===== src/rtl/fetch_pc_unit.sv =====
// Instruction-fetch stage: PC register, redirect/halt FSM and the IF/ID pipeline register.
// Define FETCH_PERF_EN to add the saturating redirect/stall performance counters.
module fetch_pc_unit #(
    parameter logic [63:0] RESET_PC  = 64'h0,
    parameter logic [31:0] NOP_INSTR = 32'hD503201F
) (
    input  logic        clk_i,
    input  logic        reset_n_i,
    input  logic        br_taken_i,
    input  logic [63:0] br_target_i,
    input  logic        halt_i,
    input  logic        id_ready_i,
    output logic [63:0] imem_addr_o,
    input  logic [31:0] imem_rdata_i,
    output logic [63:0] if_id_pc_o,
    output logic [31:0] if_id_instr_o,
    output logic        if_id_valid_o,
`ifdef FETCH_PERF_EN
    output logic [31:0] perf_redirects_o,
    output logic [31:0] perf_stalls_o,
`endif
    output logic        misalign_err_o
);

    typedef enum logic [1:0] {StRun, StBubble, StHalt} state_e;

    state_e      state_q;
    logic [63:0] pc_q;
    logic [63:0] if_id_pc_q;
    logic [31:0] if_id_instr_q;
    logic        if_id_valid_q;
    logic        misalign_q;

    always_ff @(posedge clk_i or negedge reset_n_i) begin
        if (!reset_n_i) begin
            state_q       <= StRun;
            pc_q          <= RESET_PC;
            if_id_pc_q    <= 64'h0;
            if_id_instr_q <= NOP_INSTR;
            if_id_valid_q <= 1'b0;
            misalign_q    <= 1'b0;
        end else if (br_taken_i) begin
            state_q       <= StBubble;
            pc_q          <= {br_target_i[63:2], 2'b00};
            if_id_instr_q <= NOP_INSTR;
            if_id_valid_q <= 1'b0;
            if (br_target_i[1:0] != 2'b00) begin
                misalign_q <= 1'b1;
            end
        end else if (halt_i || state_q == StHalt) begin
            // PC frozen; a valid entry leaves only when decode takes it.
            state_q <= StHalt;
            if (id_ready_i) begin
                if_id_valid_q <= 1'b0;
            end
        end else if (id_ready_i) begin
            state_q       <= StRun;
            pc_q          <= pc_q + 64'd4;
            if_id_pc_q    <= pc_q;
            if_id_instr_q <= imem_rdata_i;
            if_id_valid_q <= 1'b1;
        end
    end

    assign imem_addr_o    = pc_q;
    assign if_id_pc_o     = if_id_pc_q;
    assign if_id_instr_o  = if_id_instr_q;
    assign if_id_valid_o  = if_id_valid_q;
    assign misalign_err_o = misalign_q;

`ifdef FETCH_PERF_EN
    logic [31:0] perf_redirects_q;
    logic [31:0] perf_stalls_q;
    logic        stall;

    assign stall = !br_taken_i && !halt_i && !id_ready_i;

    always_ff @(posedge clk_i or negedge reset_n_i) begin
        if (!reset_n_i) begin
            perf_redirects_q <= 32'h0;
            perf_stalls_q    <= 32'h0;
        end else begin
            if (br_taken_i && perf_redirects_q != 32'hFFFF_FFFF) begin
                perf_redirects_q <= perf_redirects_q + 32'd1;
            end
            if (stall && if_id_valid_q && perf_stalls_q != 32'hFFFF_FFFF) begin
                perf_stalls_q <= perf_stalls_q + 32'd1;
            end
        end
    end

    assign perf_redirects_o = perf_redirects_q;
    assign perf_stalls_o    = perf_stalls_q;
`endif

endmodule


===== config.mk =====
export PLATFORM = sky130hd
export DESIGN_NAME = fetch_pc_unit
export DESIGN_NICKNAME = d
export VERILOG_FILES = /design/src/rtl/fetch_pc_unit.sv
export SDC_FILE = /design/constraint.sdc
export NUM_CORES = 1
export LEC_CHECK = 0
export CORE_ASPECT_RATIO = 0.5
export CORE_MARGIN = 8
export CORE_UTILIZATION = 40
export CTS_CLUSTER_DIAMETER = 120
export DETAILED_ROUTE_END_ITERATION = 12
export PLACE_DENSITY = 0.73
export SLEW_MARGIN = 5
export SYNTH_ARGS = -nofsm -noshare
export SYNTH_HDL_FRONTEND = slang
export SYNTH_SLANG_ARGS = --single-unit

===== constraint.sdc =====
create_clock -name clk_i -period 2.15 [get_ports clk_i]
set_input_delay 0.215 -clock clk_i [delete_from_list [all_inputs] [get_ports clk_i]]
set_output_delay 0.215 -clock clk_i [all_outputs]
set_load 0.01 [all_outputs]

==> reports/qor.log <==
[worst_setup_path] depth of the worst register-to-register path 7
[outcome] violations in the final reports setup timing
[worst_setup_path] class of the most critical setup path reg -> reg
[flow_run] max cap viols 0
[global_route] number of global-route vias before repair 6937
[power] Overall Power 8.97 mW
[global_route] number of antenna violations at the first check in global routing 1
[cells_and_area] Final nets 1153
[die] starting utilization of the core area 0.402
[synth] fraction of registers with async set or reset after synthesis 1.00
[cells_and_area] commonest non-fill, non-tap cell in the layout sky130_fd_sc_hd__clkdlybuf4s50_1
[route] WL per Instance 19.1 um
[cells_and_area] share of final-layout standard cells stronger than drive strength 1 0.248
[hold_path] hold_sp imem_rdata_i[0]
[synth] flip-flop and latch count after synthesis 160
[clock_tree] clock insertion delay at the later pin of the skew report 0.42 ns
[global_route] pin count of the biggest net entering global routing 61
[timing] Hold Fails Final Rpt 0
[cells_and_area] area used by multi-input combinational logic 0.00334 mm2
[worst_setup_path] Worst setup EP type flop
[worst_setup_path] Worst R2R End imem_addr_o[62]$_DFFE_PN0P_
[synth] most common flop cell mapped by yosys sky130_fd_sc_hd__dfrtp_1
[power] VDD IR-drop max 614 uV
[clock_tree] clk sink count 160
[power] leakage power 4.98 nW
[route] post-DR vias/cell 5.13
[worst_setup_path] Critical Path Fanout Max 2
[route] number of vias after detailed routing 6686
[route] final routed DRC violation total 0
[placed_design] routability cong. 0.839
[die] Die Outline Area 0.0231 mm2
[die] Die Wd 207 um
[placed_design] post-DP HPWL 18.6 mm
[worst_setup_path] startpoint type of the worst setup path flop
[timing] post-route setup slack -0.0762 ns
[clock_tree] buffer cell driving the clock tree root sky130_fd_sc_hd__clkbuf_16
[cells_and_area] most used cells in the layout excluding fill and tap cells sky130_fd_sc_hd__clkdlybuf4s50_1, sky130_fd_sc_hd__dfrtp_1, sky130_fd_sc_hd__nand2_1, sky130_fd_sc_hd__buf_4, sky130_fd_sc_hd__mux2_2
[route] DRT Pass-1 Iters 5
[hold_path] worst min-delay path category in -> reg
[hold_path] endpoint of the worst hold path if_id_instr_o[0]$_DFFE_PN1P_
[clock_tree] number of buffers created by CTS 17
[synth] Distinct cells, synth 38
[cells_and_area] Fillers 1440
[cells_and_area] Non-Filler Cell Area, Final 0.0117 mm2
[worst_setup_path] Register-to-Register Setup Slack -0.08 ns
[global_route] total gr overflow 0
[synth] number of flops mapped to enable cells by yosys 0
[die] I/O pin count 263
[hold_path] number of instances on the worst hold path 3
[die] core region area 0.0182 mm2
[power] power per cell area 764 mW/mm2
[timing] RSZ-0062 raised after global routing yes
[placed_design] IO Port Bufs 258
[cells_and_area] register area 0.00402 mm2
[cells_and_area] layout overhead on the synthesized area 60.5%
[worst_setup_path] RR Startpoint imem_addr_o[3]$_DFFE_PN0P_
[synth] yosys warns 0
[synth] sequential share of the synthesized area 0.550
[outcome] run status finished, violations left
[timing] Max Transition Viols Final 0
[die] die outline height 112 um
[clock_tree] clock tree from TritonCTS built
[worst_setup_path] data required time at the worst endpoint 2.48 ns
[synth] area share of the leading cell type in the synthesized netlist 0.503
[timing] worst-case clock skew 0.0103 ns
[timing] post-route clock period utilization 1.04
[synth] main area contributors after synthesis sky130_fd_sc_hd__dfrtp_1, sky130_fd_sc_hd__mux2_2, sky130_fd_sc_hd__nand2_1, sky130_fd_sc_hd__dfstp_2, sky130_fd_sc_hd__xor2_1
[synth] Syn Std Cell Area 0.00731 mm2
[route] wire length reported by the detailed router 24.8 mm
[synth] post-synth top area cell sky130_fd_sc_hd__dfrtp_1
[synth] number of instances in the synthesized netlist 696
[clock_tree] H-tree depth 4
[placed_design] Placement Cell Area 0.0109 mm2
[timing] number of failing setup endpoints in the final timing report 3
[timing] min cycle time layout 2.23 ns
[timing] normalized max-slew margin 0.610
[timing] achievable frequency 449 MHz
[worst_setup_path] data arrival time of the critical path 2.56 ns
[route] Detailed Route Iter0 Violations 381
[global_route] global-route wire length before repair 38.7 mm
[die] Std-Cell Rows 35
[global_route] overall fraction of global-route tracks in use 0.207
[synth] mean instance size in the synthesized netlist 10.5 um2
[route] antenna-violating nets left 0
[clock_tree] Max Buffers Root-to-Sink 2
[timing] transition at the pin with the smallest max-transition slack 0.584 ns
[clock_tree] clock slew seen by the registers of the worst setup and hold paths 0.06 ns
layout make-up:
class	instances	area share
Inverter	4	0.00128
Sequential cell	160	0.343
Clock inverter	10	0.00757
Antenna cell	1	0.000213
Multi-Input combinational cell	493	0.284
Clock buffer	21	0.0392
Timing Repair Buffer	375	0.299
Tap cell	240	0.0256
per-stage QoR:
stage | instances | hold slack, ns | util | setup slack [ns] | TNS [ns]
floorplan | 699 | -0.0806 | - | -0.258 | -0.776
global placement | 1264 | 0.231 | 0.600 | -0.390 | -10.19
detailed placement | 1264 | 0.239 | 0.600 | -0.430 | -13.90
CTS | 1299 | 0.305 | 0.634 | -0.00618 | -0.00618
global route | 1304 | 0.338 | 0.646 | -0.0842 | -0.698
finish | 1304 | 0.321 | 0.646 | -0.0762 | -0.102
critical path, cell delays in order, from the launching register on:
cell and delay, ns:
sky130_fd_sc_hd__dfrtp_2 0.39, sky130_fd_sc_hd__ha_4 0.14, sky130_fd_sc_hd__nand4_1 0.11, sky130_fd_sc_hd__or4_4 0.47
sky130_fd_sc_hd__nor4_4 0.33, sky130_fd_sc_hd__nand3_2 0.12, sky130_fd_sc_hd__or4_1 0.42, sky130_fd_sc_hd__a31oi_1 0.16
sequential cells by signal, indices dropped and copies added (netlist names):
| register | cells |
|---|---|
| if_id_pc_o | 62 |
| imem_addr_o | 62 |
| if_id_instr_o | 32 |
| state_q | 2 |
| if_id_valid_o | 1 |
| misalign_err_o | 1 |
synthesized netlist by cell type (4+ instances only):
cell type,count
sky130_fd_sc_hd__dfrtp_1,147
sky130_fd_sc_hd__nand2_1,132
sky130_fd_sc_hd__mux2_2,70
sky130_fd_sc_hd__o21ai_0,51
sky130_fd_sc_hd__nand3_1,43
sky130_fd_sc_hd__clkbuf_1,34
sky130_fd_sc_hd__xor2_1,33
sky130_fd_sc_hd__nand4_1,25
sky130_fd_sc_hd__xnor2_1,25
sky130_fd_sc_hd__a21oi_1,24
sky130_fd_sc_hd__nor2_1,16
sky130_fd_sc_hd__dfstp_2,13
sky130_fd_sc_hd__nor3_1,13
sky130_fd_sc_hd__and3_1,11
sky130_fd_sc_hd__nor4_1,11
sky130_fd_sc_hd__and2_1,7
sky130_fd_sc_hd__and4_1,4
sky130_fd_sc_hd__buf_4,4
sky130_fd_sc_hd__inv_1,4
report_power, final:
part | switching, mW | internal [mW] | leakage [nW]
clock | 1.25 | 1.64 | 0.272
sequential | 0.255 | 3.45 | 1.94
combinational | 0.984 | 1.39 | 2.76
per-layer routing:
metal,GRT usage,part of all wire,vias up
met5,0,0,-
met4,0.0739,0.025,0
met3,0.0449,0.048,38
met2,0.361,0.51,199
met1,0.250,0.41,3341
li1,-,-,3108
cells by family after synthesis:
family,share of synthesized area
AOI/OAI and AO/OA,0.0577
xor gates and xnor gates,0.0695
adders and majority gates,0.00171
buffers and inverters,0.0264
DFF,0.550
muxes,0.109
other,0.000513
and+or+nand+nor,0.185
timing repair:
item | in CTS | in global routing
hold buffers | 1 | 0
hold endpoints to repair | 55 | 0
pin swaps | 3 | 19
setup buffers | 3 | 4
setup endpoints to repair | 22 | 34
gates resized for setup | 7 | 39
worst max-delay path by stage:
stage / from / to / slack, ns
5_1_grt: imem_addr_o[2]$_DFFE_PN0P_ / imem_addr_o[62]$_DFFE_PN0P_ / -0.08
4_1_cts: imem_addr_o[3]$_DFFE_PN0P_ / imem_addr_o[42]$_DFFE_PN0P_ / -0.006
3_5_place_dp: halt_i / imem_addr_o[56]$_DFFE_PN0P_ / -0.43
6_report: imem_addr_o[3]$_DFFE_PN0P_ / imem_addr_o[62]$_DFFE_PN0P_ / -0.08
3_3_place_gp: halt_i / imem_addr_o[48]$_DFFE_PN0P_ / -0.39
2_1_floorplan: imem_addr_o[2]$_DFFE_PN0P_ / imem_addr_o[62]$_DFFE_PN0P_ / -0.26
Note: power is estimated with default switching activity, not from simulation.
